**config.mk**
```make
export PLATFORM = sky130hd
export DESIGN_NAME = f3_alap_acc
export DESIGN_NICKNAME = d
export VERILOG_FILES = /design/src/rtl/f3_alap_acc.sv
export SDC_FILE = /design/constraint.sdc
export NUM_CORES = 1
export LEC_CHECK = 0
export ABC_AREA = 1
export BUFFER_PORTS_ARGS = -buffer_cell sky130_fd_sc_hd__buf_2
export CAP_MARGIN = 20
export CORE_UTILIZATION = 30
export CTS_CLUSTER_DIAMETER = 50
export DETAILED_ROUTE_END_ITERATION = 16
export PLACE_DENSITY = 0.56
export SLEW_MARGIN = 25
export SYNTH_ARGS = -nofsm -noshare
export SYNTH_HDL_FRONTEND = slang
export SYNTH_SLANG_ARGS = --single-unit
```
**constraint.sdc**
```tcl
create_clock -name clk -period 4.7 [get_ports clk]
set_input_delay 0.705 -clock clk [delete_from_list [all_inputs] [get_ports clk]]
set_output_delay 0.705 -clock clk [all_outputs]
set_load 0.005 [all_outputs]
```
**src/rtl/f3_alap_acc.sv**
```systemverilog
// f3_alap_acc: multi-beat accumulate stage after F2 with sticky signed overflow and beat count
module f3_alap_acc #(
  parameter int WIDTH = 32,
  parameter int CNT_W = 8
) (
  input  logic             clk,
  input  logic             rst_n,
  input  logic             in_valid,
  output logic             in_ready,
  input  logic [1:0]       op,
  input  logic             last,
  input  logic [WIDTH-1:0] f2_in,
  input  logic [WIDTH-1:0] in1,
  output logic             out_valid,
  input  logic             out_ready,
  output logic [WIDTH-1:0] out,
  output logic [CNT_W-1:0] count,
  output logic             ovf
);
  typedef enum logic [1:0] {IDLE, ACC, DONE} state_t;
  localparam logic [1:0] OP_LOAD = 2'b00;
  localparam logic [1:0] OP_ADD  = 2'b01;
  localparam logic [1:0] OP_SUB  = 2'b10;
  localparam logic [CNT_W-1:0] CNT_MAX = {CNT_W{1'b1}};
  state_t state, state_nx;
  logic [WIDTH-1:0] acc, acc_nx;
  logic [CNT_W-1:0] cnt, cnt_nx;
  logic ovf_q, ovf_nx;
  logic accept, take, first;
  logic [WIDTH+1:0] base_w, f2_w, in1_w, sum_w;
  logic fits;
  assign in_ready  = (state != DONE) || out_ready;
  assign out_valid = (state == DONE);
  assign accept    = in_valid && in_ready;
  assign take      = out_valid && out_ready;
  assign first     = (state != ACC);
  assign out       = acc;
  assign count     = cnt;
  assign ovf       = ovf_q;
  // exact signed sum in WIDTH+2 bits, next-state and next register values
  always_comb begin
    base_w   = first ? '0 : {{2{acc[WIDTH-1]}}, acc};
    f2_w     = {{2{f2_in[WIDTH-1]}}, f2_in};
    in1_w    = {{2{in1[WIDTH-1]}}, in1};
    sum_w    = op == OP_LOAD ? f2_w :
               op == OP_ADD  ? base_w + f2_w :
               op == OP_SUB  ? base_w - f2_w : base_w + f2_w + in1_w;
    fits     = (sum_w[WIDTH+1:WIDTH-1] == 3'b000) || (sum_w[WIDTH+1:WIDTH-1] == 3'b111);
    acc_nx   = accept ? sum_w[WIDTH-1:0] : acc;
    cnt_nx   = !accept ? cnt : first ? CNT_W'(1) : cnt == CNT_MAX ? cnt : cnt + CNT_W'(1);
    ovf_nx   = !accept ? ovf_q : ((first ? 1'b0 : ovf_q) || (op != OP_LOAD && !fits));
    state_nx = accept ? (last ? DONE : ACC) : take ? IDLE : state;
  end
  // state and datapath registers
  always_ff @(posedge clk or negedge rst_n) begin
    if (!rst_n) begin
      state <= IDLE;
      acc   <= '0;
      cnt   <= '0;
      ovf_q <= 1'b0;
    end else begin
      state <= state_nx;
      acc   <= acc_nx;
      cnt   <= cnt_nx;
      ovf_q <= ovf_nx;
    end
  end
endmodule

```
# Word-level counts from Yosys, hierarchy flattened
# Cells that the tools add are included.
[word_totals] reg_bits=43 in_bits=71 output_inout_bits=43 elab_cells=38
[op_classes] addsub=4 n_eq_ne=8 n_mux=10 n_reduce_logical=12
[ops] cell="34-bit 2-to-1 mux" n=4
[ops] cell="34-bit adder" n=2
[ops] cell="34-bit subtractor" n=1
[ops] cell="8-bit 2-to-1 mux" n=2
[ops] cell="8-bit by 1-bit adder with 8-bit output (second input constant)" n=1
[ops] cell="8-bit equality test (second input constant)" n=1
[ops] cell="2-bit 2-to-1 mux" n=3
[ops] cell="2-bit equality test (second input constant)" n=2
[ops] cell="2-bit inequality test (second input constant)" n=2
[ops] cell="2-bit nonzero test" n=2
[ops] cell="3-bit equality test (second input constant)" n=1
[ops] cell="1-bit logical AND" n=3
[ops] cell="3-bit zero test" n=1
[ops] cell="1-bit logical OR" n=3
[ops] cell="2-bit by 1-bit equality test with 1-bit output (second input constant)" n=1
[ops] cell="2-bit zero test" n=1
[ops] cell="2-bit by 1-bit inequality test with 1-bit output (second input constant)" n=1
[ops] cell="2-bit AND reduction" n=1
[ops] cell="1-bit zero test" n=1
[ops] cell="1-bit 2-to-1 mux" n=1

# Longest topological paths before layout
# Gate-level depths: netlist of run 1.
[logic_depth] word_depth=12 ltp_mapped=36 depth_no_buf=36

# Least setup slack after synthesis of run 1
# Ideal clock, no wire load.
[synth_timing] path_kind="register to register" from="register state[1]" to="register ovf_q, in the netlist ovf" t_arrival_ns=4.183 setup_slack_ns=0.399 stages_incl_launch_ff=32 path_cell_list="dfrtp_1 inv_1 nand2_2 buf_1 nor2_1 ha_1 clkbuf_1 inv_1 a21oi_1 o21ai_0 a21oi_1 nand2_4 inv_2 o21bai_4 nand2_1 nand2_1 xor2_2 ha_1 a21oi_1 inv_1 a31oi_1 nor3_1 nor3_1 nand2_1 a21oi_1 nand3_1 nand3_1 nand2_1 nand2_1 nand3_1 nand3_1 nand2_1"
[synth_between] elab_chain_len=12
[synth_lines] element="start, declared" line_no="25" source="state_t state, state_nx;"
[synth_lines] element="start signal, assigned" line_no="62" source="state <= state_nx;"
[synth_lines] element="2-bit by 1-bit inequality test with 1-bit output" line_no="36" source="assign first = (state != ACC);"
[synth_lines] element="34-bit 2-to-1 mux" line_no="42" source="base_w = first ? '0 : {{2{acc[WIDTH-1]}}, acc};"
[synth_lines] element="34-bit adder" line_no="46, 47"
[synth_lines] element="34-bit adder" line_no="47" source="op == OP_SUB ? base_w - f2_w : base_w + f2_w + in1_w;"
[synth_lines] element="34-bit 2-to-1 mux" line_no="47"
[synth_lines] element="34-bit 2-to-1 mux" line_no="46" source="op == OP_ADD ? base_w + f2_w :"
[synth_lines] element="34-bit 2-to-1 mux" line_no="45" source="sum_w = op == OP_LOAD ? f2_w :"
[synth_lines] element="3-bit equality test or 3-bit zero test (tied branches)" line_no="48" source="fits = (sum_w[WIDTH+1:WIDTH-1] == 3'b000) || (sum_w[WIDTH+1:WIDTH-1] == 3'b111);"
[synth_lines] element="1-bit logical OR" line_no="48"
[synth_lines] element="1-bit zero test" line_no="51" source="ovf_nx = !accept ? ovf_q : ((first ? 1'b0 : ovf_q) || (op != OP_LOAD && !fits));"
[synth_lines] element="1-bit logical AND" line_no="51"
[synth_lines] element="1-bit logical OR" line_no="51"
[synth_lines] element="end signal, assigned" line_no="65" source="ovf_q <= ovf_nx;"
[synth_lines] element="end, declared" line_no="28" source="logic ovf_q, ovf_nx;"
# Parallel ways exist; a longest one is shown, timed or not.
# A chain may end at the register's enable or synchronous reset.

# Worst setup path after layout of run 1
# Ends and elaborated chain as after synthesis.

==> flow_metrics.env, run 1 <==
export IMPL_antenna_found_initial=1
export IMPL_antenna_left=0
export IMPL_worst_setup_path_type="flop to flop"
export IMPL_cpMaxStageDelayCell="dfrtp_1"
export IMPL_cp_data_required_time_ps=4910
export IMPL_status="completed"
export IMPL_max_slew_margin_pct=37.25
export IMPL_rsz0062_at_grt="true"
export IMPL_worstPathMaxFanout=8
export IMPL_gp_congestion=0.9764
export IMPL_track_usage_pct=24.34
export IMPL_fin_util_pct=41.52
export IMPL_antenna_cells=0
export IMPL_ys_flop_type="dfrtp_1"
export IMPL_r2r_end="ovf"
export IMPL_cp_arrival_ps=4760
export IMPL_cts_buffers=5
export IMPL_cts_sinks=43
export IMPL_hpwl_um=29020
export IMPL_synth_seq_cells=43
export IMPL_hold_viol=0
export IMPL_hold_buffers=0
export IMPL_postSynthCellCount=1433
export IMPL_root_buffer="clkbuf_16"
export IMPL_cp_startpoint="state[1]"
export IMPL_drc_errors=0
export IMPL_timing_critical_path_mode_cell="nand2_1"
export IMPL_synth_area_per_cell_um2=5.936
export IMPL_drtIter0Drc=877
export IMPL_worst_slack_ps=147.4
export IMPL_synth_seq_area_share_pct=12.65
export IMPL_powerDensity_nw_per_um2=477.0
export IMPL_clk_pin_slew_ps=80
export IMPL_min_period_ps=4553
export IMPL_synth_net_count=1593
export IMPL_worstSetupEndpointType="flop"
export IMPL_rows=61
export IMPL_layout_cells_non_filler=2060
export IMPL_synth_edff_count=0
export IMPL_maxCapViolCount=0
export IMPL_clk_latency_ps=320
export IMPL_dpl_cell_count=2021
export IMPL_die_x_um=170.4
export IMPL_cts_max_path_buffers=2
export IMPL_async_flop_share_pct=100.0
export IMPL_synth_warnings=0
export IMPL_drv_slew=0
export IMPL_routed_wl_met2_um=15980
export IMPL_vias=10490
export IMPL_critical_path_max_stage_delay_ps=400
export IMPL_ys_types=61
export IMPL_die_area_um2=29030
export IMPL_port_buffers=113
export IMPL_dr_wl_met3_um=2415
export IMPL_grt_pass1_wl_um=53390
export IMPL_drt_wirelength_per_cell_um=17.74
export IMPL_setup_viol=0
export IMPL_start_util_pct=30.54
export IMPL_hold_class="primary input to asynchronous set/reset pin"
export IMPL_highest_layer="met5"
export IMPL_area_delta_synth_final_pct=35.96
export IMPL_finalInstanceArea_um2=11570
export IMPL_ir_worst_vdd_uv=171.3
export IMPL_post_dp_cell_area_um2=10420
export IMPL_cts_tree="yes"
export IMPL_drive_gt1_share_pct=29.25
export IMPL_rr_worst_depth=32
export IMPL_top_level_ports=114
export IMPL_tightest_slew_ps=940.3
export IMPL_max_freq_mhz=219.7
export IMPL_gr_total_overflow=0
export IMPL_postRouteWirelength_um=36550
export IMPL_cts_htree_levels=2
export IMPL_fin_crit_sh_pct=96.86
export IMPL_skew_ps=10.73
export IMPL_critical_path_buf_inv_count=5
export IMPL_cellLeakagePower_nw=5.961
export IMPL_drtPass1Iterations=5
export IMPL_grt_max_degree=44
export IMPL_r2r_start="state[1]"
export IMPL_dp_slack_ps=-28.90
export IMPL_fin_nets=1841
export IMPL_rrSetupSlack_ps=150
export IMPL_drt_met1_wl_um=17290
export IMPL_core_area_um2=27860
export IMPL_start_kind="flop"
export IMPL_critPathTopFamily="simple AND/OR/NAND/NOR gates"
export IMPL_synth_area_um2=8507
export IMPL_first_global_vias=9654
export IMPL_via_per_inst=5.093
export IMPL_die_h_um=170.4
area by class of cell:
type / instances / area, µm²
fill: 2997 / 16290
multi-input combinational: 1128 / 7121
timing repair buffer: 281 / 1913
sequential: 43 / 1077
inverter: 222 / 833.3
tap: 378 / 473.0
clock buffer: 5 / 125.1
clock inverter: 3 / 23.77
where the power goes:
part | internal [mW] | total, mW | switching [mW]
Clock | 0.200 | 0.397 | 0.197
Sequential | 0.483 | 0.578 | 0.0950
Combinational | 1.92 | 4.54 | 2.62
Total | 2.60 | 5.52 | 2.91
layout by cell type, fill, tap and decap left out, drive strengths merged, types with 19 or more instances in the layout:
| master | count |
|---|---|
| o21ai | 126 |
| buf | 279 |
| xor2 | 38 |
| nand3 | 94 |
| a21oi | 169 |
| ha | 88 |
| nand2 | 306 |
| inv | 221 |
| nor2 | 161 |
| nor3 | 19 |
| dfrtp | 43 |
how the worst max path moves through the flow:
stage / slack [ps] / cells past startpoint / endpoint
finish: 150 / 32 / ovf
global route: -100 / 35 / ovf
CTS: 50 / 25 / out[28]
detailed placement: -30 / 26 / out[29]
global placement: -30 / 26 / out[29]
floorplan: 400 / 31 / ovf
metrics by stage:
step	total power, mW	hold slack [ps]	TNS [ps]
floorplan	2.923	409.4	0
global placement	4.519	489.4	-31.53
detailed placement	4.530	494.6	-28.90
CTS	4.955	507.3	0
global route	6.009	514.1	-125.7
finish	5.517	459.1	0
synth_stat cells, drive strengths merged (4+ instances only):
cell,count,area share (%)
inv,220,9.7
o211ai,8,0.71
a21oi,169,10
ha,88,13
nand2,306,15
or2,12,0.88
clkbuf,31,1.4
o221ai,7,0.72
a21boi,7,0.75
xor2,38,4.1
buf,9,0.63
nor4,8,0.59
o21ai,126,7.7
o21a,5,0.44
nand3,94,5.9
a31oi,17,1.3
nand4,10,0.74
dfrtp,43,13
a21o,7,0.62
nor2,161,7.3
o22ai,5,0.37
o21bai,10,1.1
xnor2,4,0.41
nor3,19,1.3
o2111ai,6,0.62
layer usage:
metal	vias up	track usage, %
met5	-	0
met4	2	7.521
met3	47	3.419
met2	345	37.62
met1	4847	34.55
li1	5251	-
cell families (layout without fill, tap and decap cells):
| kind of cell | count (synthesis) | count (layout) | synth area share [%] |
|---|---|---|---|
| buffers and inverters | 262 | 511 | 11.80 |
| AO/OA/AOI/OAI | 380 | 380 | 25.68 |
| AND/OR/NAND/NOR | 617 | 617 | 32.20 |
| XOR/XNOR | 42 | 42 | 4.501 |
| flip-flops | 43 | 43 | 12.65 |
| adder cells (fa/ha/maj) | 89 | 89 | 13.18 |
timing repair:
item	4_1_cts	5_1_grt
buffers inserted	0	30
endpoints found under the hold margin	0	0
gates resized for setup	0	175
endpoints found under the setup margin	0	15
flip-flops by register name, indices dropped and copies added, names as in the netlist:
register,flops
ovf,1
out,32
count,8
state,2
No activity file was read; power rests on OpenSTA's default activity.
==> run 2: changes to the inputs <==
--- a/config.mk
+++ b/config.mk
@@ -12,6 +12,7 @@
 export CTS_CLUSTER_DIAMETER = 50
 export DETAILED_ROUTE_END_ITERATION = 16
 export PLACE_DENSITY = 0.56
+export REMOVE_ABC_BUFFERS = 1
 export SLEW_MARGIN = 25
 export SYNTH_ARGS = -nofsm -noshare
 export SYNTH_HDL_FRONTEND = slang
==> run 2 against run 1 <==
Compared with the run above:
- non-clock buffer count decreased by 46
- sequential share of layout area rose by 0.52 points
- largest power group unchanged
- global-route usage fell by 0.57 points
- total power is 6.4% lower
- register-to-register slack improved by 50 ps
- critical endpoint is now out[29]
- critical path type unchanged
==> flow_metrics.env, run 2 (synthesis results as in run 1) <==
export IMPL_drc_errors=0
export IMPL_cpMaxStageDelayCell="dfrtp_1"
export IMPL_mostFrequentLayoutCells="nand2_1 (269), inv_1 (212), a21oi_1 (152), nor2_1 (136), buf_4 (118)"
export IMPL_max_slew_margin_pct=35.90
export IMPL_vias=10240
export IMPL_switching_share_pct=53.80
export IMPL_die_area_um2=29030
export IMPL_r2r_end="out[29]"
export IMPL_drv_slew=0
export IMPL_fillCellCount=3063
export IMPL_combPwrFrac_pct=81.4
export IMPL_critical_path_max_stage_delay_ps=400
export IMPL_die_h_um=170.4
export IMPL_r2r_start="state[1]"
export IMPL_rsz0062_at_grt="true"
export IMPL_rrSetupSlack_ps=200
export IMPL_antenna_found_initial=0
export IMPL_cp_arrival_ps=4740
export IMPL_antenna_cells=0
export IMPL_cts_max_path_buffers=2
export IMPL_path_depth=22
export IMPL_power_frac_clock_pct=7.5
export IMPL_critical_path_buf_inv_count=4
export IMPL_p_seq_share_pct=11.2
export IMPL_setup_viol=0
export IMPL_core_area_um2=27860
export IMPL_root_buffer="clkbuf_16"
export IMPL_finalInstanceArea_um2=10960
export IMPL_start_kind="flop"
export IMPL_layout_cells_non_filler=2014
export IMPL_start_util_pct=30.54
export IMPL_cellLeakagePower_nw=5.715
export IMPL_dp_slack_ps=-0.6097
export IMPL_worst_slack_ps=200.7
export IMPL_fin_util_pct=39.33
export IMPL_gr_total_overflow=0
export IMPL_clk_latency_ps=310
export IMPL_hold_viol=0
export IMPL_final_common_cell="nand2_1"
export IMPL_powerDensity_nw_per_um2=471.5
export IMPL_hold_class="primary input to asynchronous set/reset pin"
export IMPL_drt_wirelength_per_cell_um=17.35
export IMPL_cts_buffers=5
export IMPL_area_delta_synth_final_pct=28.78
export IMPL_max_freq_mhz=222.3
export IMPL_drive_gt1_share_pct=24.27
export IMPL_status="completed"
export IMPL_min_period_ps=4499
export IMPL_cts_htree_levels=2
export IMPL_postRouteWirelength_um=34950
export IMPL_worst_setup_path_type="flop to flop"
export IMPL_critPathTopFamily="compound AO/OA/AOI/OAI gates"
export IMPL_cts_tree="yes"
export IMPL_first_global_vias=9500
export IMPL_tightest_slew_ps=960.5
export IMPL_cts_sinks=43
export IMPL_crit_chain="inv_2, nand2_4, clkbuf_16, nor2_1, ha_1, buf_4, nor3_2, nand3_2, o21bai_4, buf_4, xor2_1, ha_1, a21o_1, a31oi_1, o21ai_0, o21bai_1, a21oi_1, xor2_1, nand2_1, o21ai_1, a21oi_1, a21oi_2"
export IMPL_setup_tns_ps=0
export IMPL_drtIter0Drc=833
export IMPL_rows=61
export IMPL_track_usage_pct=23.77
export IMPL_die_x_um=170.4
export IMPL_rr_worst_depth=22
export IMPL_antenna_left=0
export IMPL_maxCapViolCount=0
export IMPL_worstPathMaxFanout=10
export IMPL_skew_ps=5.732
export IMPL_dpl_cell_count=1991
export IMPL_power_total_mw=5.165
export IMPL_fin_nets=1795
export IMPL_gp_congestion=0.9864
export IMPL_worst_hold_slack_ps=477.7
export IMPL_grt_max_degree=44
export IMPL_top_level_ports=114
export IMPL_fin_crit_sh_pct=95.73
export IMPL_via_per_inst=5.083
export IMPL_hpwl_um=28330
export IMPL_internal_power_mw=2.386
export IMPL_post_dp_cell_area_um2=10200
export IMPL_power_switching_mw=2.779
export IMPL_hold_buffers=0
export IMPL_worstSetupEndpointType="flop"
export IMPL_port_buffers=113
export IMPL_cp_data_required_time_ps=4940
export IMPL_largest_reg_flops=32
export IMPL_grt_pass1_wl_um=52710
export IMPL_clk_pin_slew_ps=80
export IMPL_drtPass1Iterations=6
export IMPL_ir_worst_vdd_uv=146.9
run 2: changes by cell type in the layout (fill, tap and decap cells not counted), sizes merged:
cell	delta
clkinvlp	-2
buf	-46
inv	-1
clkinv	+3
run 2: timing repair:
item | CTS | global route
setup buffers | 0 | 13
gates resized for setup | 0 | 104
endpoints found under the setup margin | 0 | 15
run 2: final cells by class:
cell class              count  area, µm²  area share (%)
clock buffers               5      125.1           1.142
clock inverters             3      15.01          0.1370
inverters                 222      833.3           7.606
multi-input cells        1128       6899           62.97
flip-flops and latches     43       1077           9.833
well taps                 378      473.0           4.317
repair buffers            235       1533           13.99
run 2: power groups by stage:
| stage | Combinational, mW | Sequential [mW] | Clock (mW) |
|---|---|---|---|
| 6_report | 4.20 | 0.577 | 0.385 |
| 5_1_grt | 4.63 | 0.594 | 0.402 |
| 4_1_cts | 3.82 | 0.577 | 0.393 |
| 3_5_place_dp | 3.79 | 0.584 | 0 |
| 3_3_place_gp | 3.78 | 0.583 | 0 |
| 2_1_floorplan | 2.33 | 0.576 | 0 |
run 2: per-layer routing:
metal / wire length [µm] / track usage, %
met1: 16930 / 34.76
met2: 14870 / 37.12
met3: 2551 / 2.279
met4: 604 / 5.523
met5: 0 / 0
run 2: worst reg2reg max path, stage by stage, from the launching register on:
cell and delay [ps]:
dfrtp_1 400, inv_2 90, nand2_4 110, clkbuf_16 190
nor2_1 160, ha_1 330, buf_4 190, nor3_2 260
nand3_2 160, o21bai_4 200, buf_4 130, xor2_1 290
ha_1 380, a21o_1 240, a31oi_1 160, o21ai_0 100
o21bai_1 210, a21oi_1 200, xor2_1 170, nand2_1 130
o21ai_1 140, a21oi_1 100, a21oi_2 110
run 2: worst max path at each step:
stage                         from  endpoint  slack (ps)
after floorplan           state[1]       ovf         500
after global placement    f2_in[0]       ovf           6
after detailed placement  f2_in[1]       ovf        -0.6
after CTS                 state[0]   out[24]          40
after global routing      state[1]       ovf        -120
final                     state[1]   out[29]         200
==> run 3: changes to the inputs <==
--- a/config.mk
+++ b/config.mk
@@ -12,6 +12,7 @@
 export CTS_CLUSTER_DIAMETER = 50
 export DETAILED_ROUTE_END_ITERATION = 16
 export PLACE_DENSITY = 0.56
+export RECOVER_POWER = 50
 export REMOVE_ABC_BUFFERS = 1
 export SLEW_MARGIN = 25
 export SYNTH_ARGS = -nofsm -noshare
==> run 3 against run 2 <==
Compared with the run above:
- the run now ends with max-capacitance violations, max-slew violations left
- die area stayed put
- via count is 0.61% higher
- total power is 0.19% lower
- register-to-register slack hardly changed
- count of clock-buffer cells in the layout stayed put
- flip-flop and latch count stayed put
- fmax is 0.25% higher
- sequential share of layout area hardly changed
- clock power hardly changed
==> flow_metrics.env, run 3 (synthesis results as in run 1) <==
export IMPL_cts_buffers=5
export IMPL_start_kind="flop"
export IMPL_min_period_ps=4488
export IMPL_worstPathMaxFanout=6
export IMPL_fillCellCount=3065
export IMPL_root_buffer="clkbuf_16"
export IMPL_largest_reg_flops=32
export IMPL_hold_class="flop to flop"
export IMPL_core_area_um2=27860
export IMPL_rsz0062_at_grt="true"
export IMPL_critical_path_max_stage_delay_ps=400
export IMPL_setup_viol=0
export IMPL_skew_ps=6.170
export IMPL_cpMaxStageDelayCell="dfrtp_1"
export IMPL_grt_use_met1_pct=34.76
export IMPL_cts_sinks=43
export IMPL_finalInstanceArea_um2=10930
export IMPL_start_util_pct=30.54
export IMPL_cellLeakagePower_nw=5.669
export IMPL_drc_errors=0
export IMPL_worst_setup_path_type="flop to flop"
export IMPL_setup_tns_ps=0
export IMPL_first_global_vias=9500
export IMPL_drt_wirelength_per_cell_um=17.37
export IMPL_fin_crit_sh_pct=95.49
export IMPL_drtPass1Iterations=5
export IMPL_whs_endpoint="count[7]"
export IMPL_max_freq_mhz=222.8
export IMPL_fin_util_pct=39.25
export IMPL_rrSetupSlack_ps=210
export IMPL_mostFrequentLayoutCells="nand2_1 (269), inv_1 (212), a21oi_1 (152), nor2_1 (136), buf_4 (117)"
export IMPL_cts_htree_levels=2
export IMPL_clk_latency_ps=310
export IMPL_die_x_um=170.4
export IMPL_antenna_found_initial=0
export IMPL_rows=61
export IMPL_grt_util_met2_pct=37.12
export IMPL_grt_pass1_wl_um=52710
export IMPL_cts_max_path_buffers=2
export IMPL_holdCritStartpoint="count[7]"
export IMPL_gp_congestion=0.9864
export IMPL_dpl_cell_count=1991
export IMPL_busiest_layer="met2"
export IMPL_max_slew_margin_pct=-79.67
export IMPL_gr_total_overflow=0
export IMPL_via_per_inst=5.114
export IMPL_use_met3_pct=2.279
export IMPL_drtIter0Drc=845
export IMPL_fin_nets=1795
export IMPL_timing_critical_path_mode_cell="nand2_4"
export IMPL_postRouteWirelength_um=34980
export IMPL_layout_cells_non_filler=2014
export IMPL_hold_buffers=0
export IMPL_hold_viol=0
export IMPL_die_area_um2=29030
export IMPL_ir_worst_vdd_uv=146.7
export IMPL_hpwl_um=28330
export IMPL_tightest_slew_ps=2695
export IMPL_cp_arrival_ps=4730
export IMPL_grt_max_degree=44
export IMPL_top_level_ports=114
export IMPL_final_common_cell="nand2_1"
export IMPL_cts_tree="yes"
export IMPL_clk_pin_slew_ps=80
export IMPL_worstSetupEndpointType="flop"
export IMPL_die_h_um=170.4
export IMPL_track_usage_pct=23.77
export IMPL_rr_worst_depth=28
export IMPL_violations="max-capacitance violations, max-slew violations"
export IMPL_cp_startpoint="state[1]"
export IMPL_vias=10300
export IMPL_cp_data_required_time_ps=4940
export IMPL_hold_depth=1
export IMPL_post_dp_cell_area_um2=10200
export IMPL_status="complete, but fails checks"
export IMPL_port_buffers=113
export IMPL_maxCapViolCount=1
export IMPL_r2r_start="state[1]"
export IMPL_antenna_cells=0
export IMPL_drive_gt1_share_pct=23.29
export IMPL_antenna_left=0
export IMPL_drv_slew=44
export IMPL_r2r_end="out[29]"
export IMPL_area_delta_synth_final_pct=28.52
export IMPL_powerDensity_nw_per_um2=471.5
run 3: cell count changes in the layout (fill, tap and decap cells not counted), sizes merged:
| cell | change |
|---|---|
| buf | -16 |
| clkbuf | +16 |
run 3: power breakdown:
group,internal (mW),leakage [nW],switching [mW]
Clock,0.196,0.0733,0.189
Sequential,0.483,0.520,0.0958
Combinational,1.70,5.08,2.50
Total,2.37,5.67,2.78
run 3: worst max path at each step:
stage,endpoint
after global routing,ovf
after floorplan,ovf
after global placement,ovf
after CTS,out[24]
after detailed placement,ovf
final,out[29]
run 3: worst max-delay path: cells and delay by family, from the launching register on:
family	cells	cell delay (ps)
AO/OA/AOI/OAI	9	1400
XOR/XNOR	2	460
adder cells (fa/ha/maj)	2	610
buffers and inverters	6	660
flip-flops	1	400
AND/OR/NAND/NOR	9	890
run 3: area by class of cell:
| type | count | area (µm²) | area share [%] |
|---|---|---|---|
| Tap cell | 378 | 473.0 | 4.326 |
| Multi-Input combinational cell | 1128 | 6899 | 63.10 |
| Clock buffer | 5 | 125.1 | 1.144 |
| Clock inverter | 3 | 15.01 | 0.1373 |
| Sequential cell | 43 | 1077 | 9.853 |
| Timing Repair Buffer | 235 | 1510 | 13.81 |
| Inverter | 222 | 833.3 | 7.622 |
run 3: metrics by stage:
step | setup WS [ps] | hold slack (ps) | power, mW
floorplan | 499.4 | 409.4 | 2.907
global placement | 5.949 | 470.9 | 4.362
detailed placement | -0.6097 | 484.4 | 4.378
CTS | 36.78 | 495.6 | 4.787
global route | -124.9 | 530.3 | 5.616
finish | 211.9 | 499.7 | 5.155
run 3: per-layer routing:
metal / routed length (µm) / vias up / share of wire [%]
met4: 585 / 0 / 1.7
li1: - / 5159 / -
met3: 2109 / 44 / 6.0
met2: 14950 / 349 / 43
met5: 0 / - / 0
met1: 17330 / 4748 / 50
run 3: repair_timing:
| item | in CTS | in global routing |
|---|---|---|
| hold endpoints to repair | 0 | 0 |
| endpoints found under the setup margin | 0 | 15 |
| buffers inserted | 0 | 13 |
| gates resized for setup | 0 | 104 |
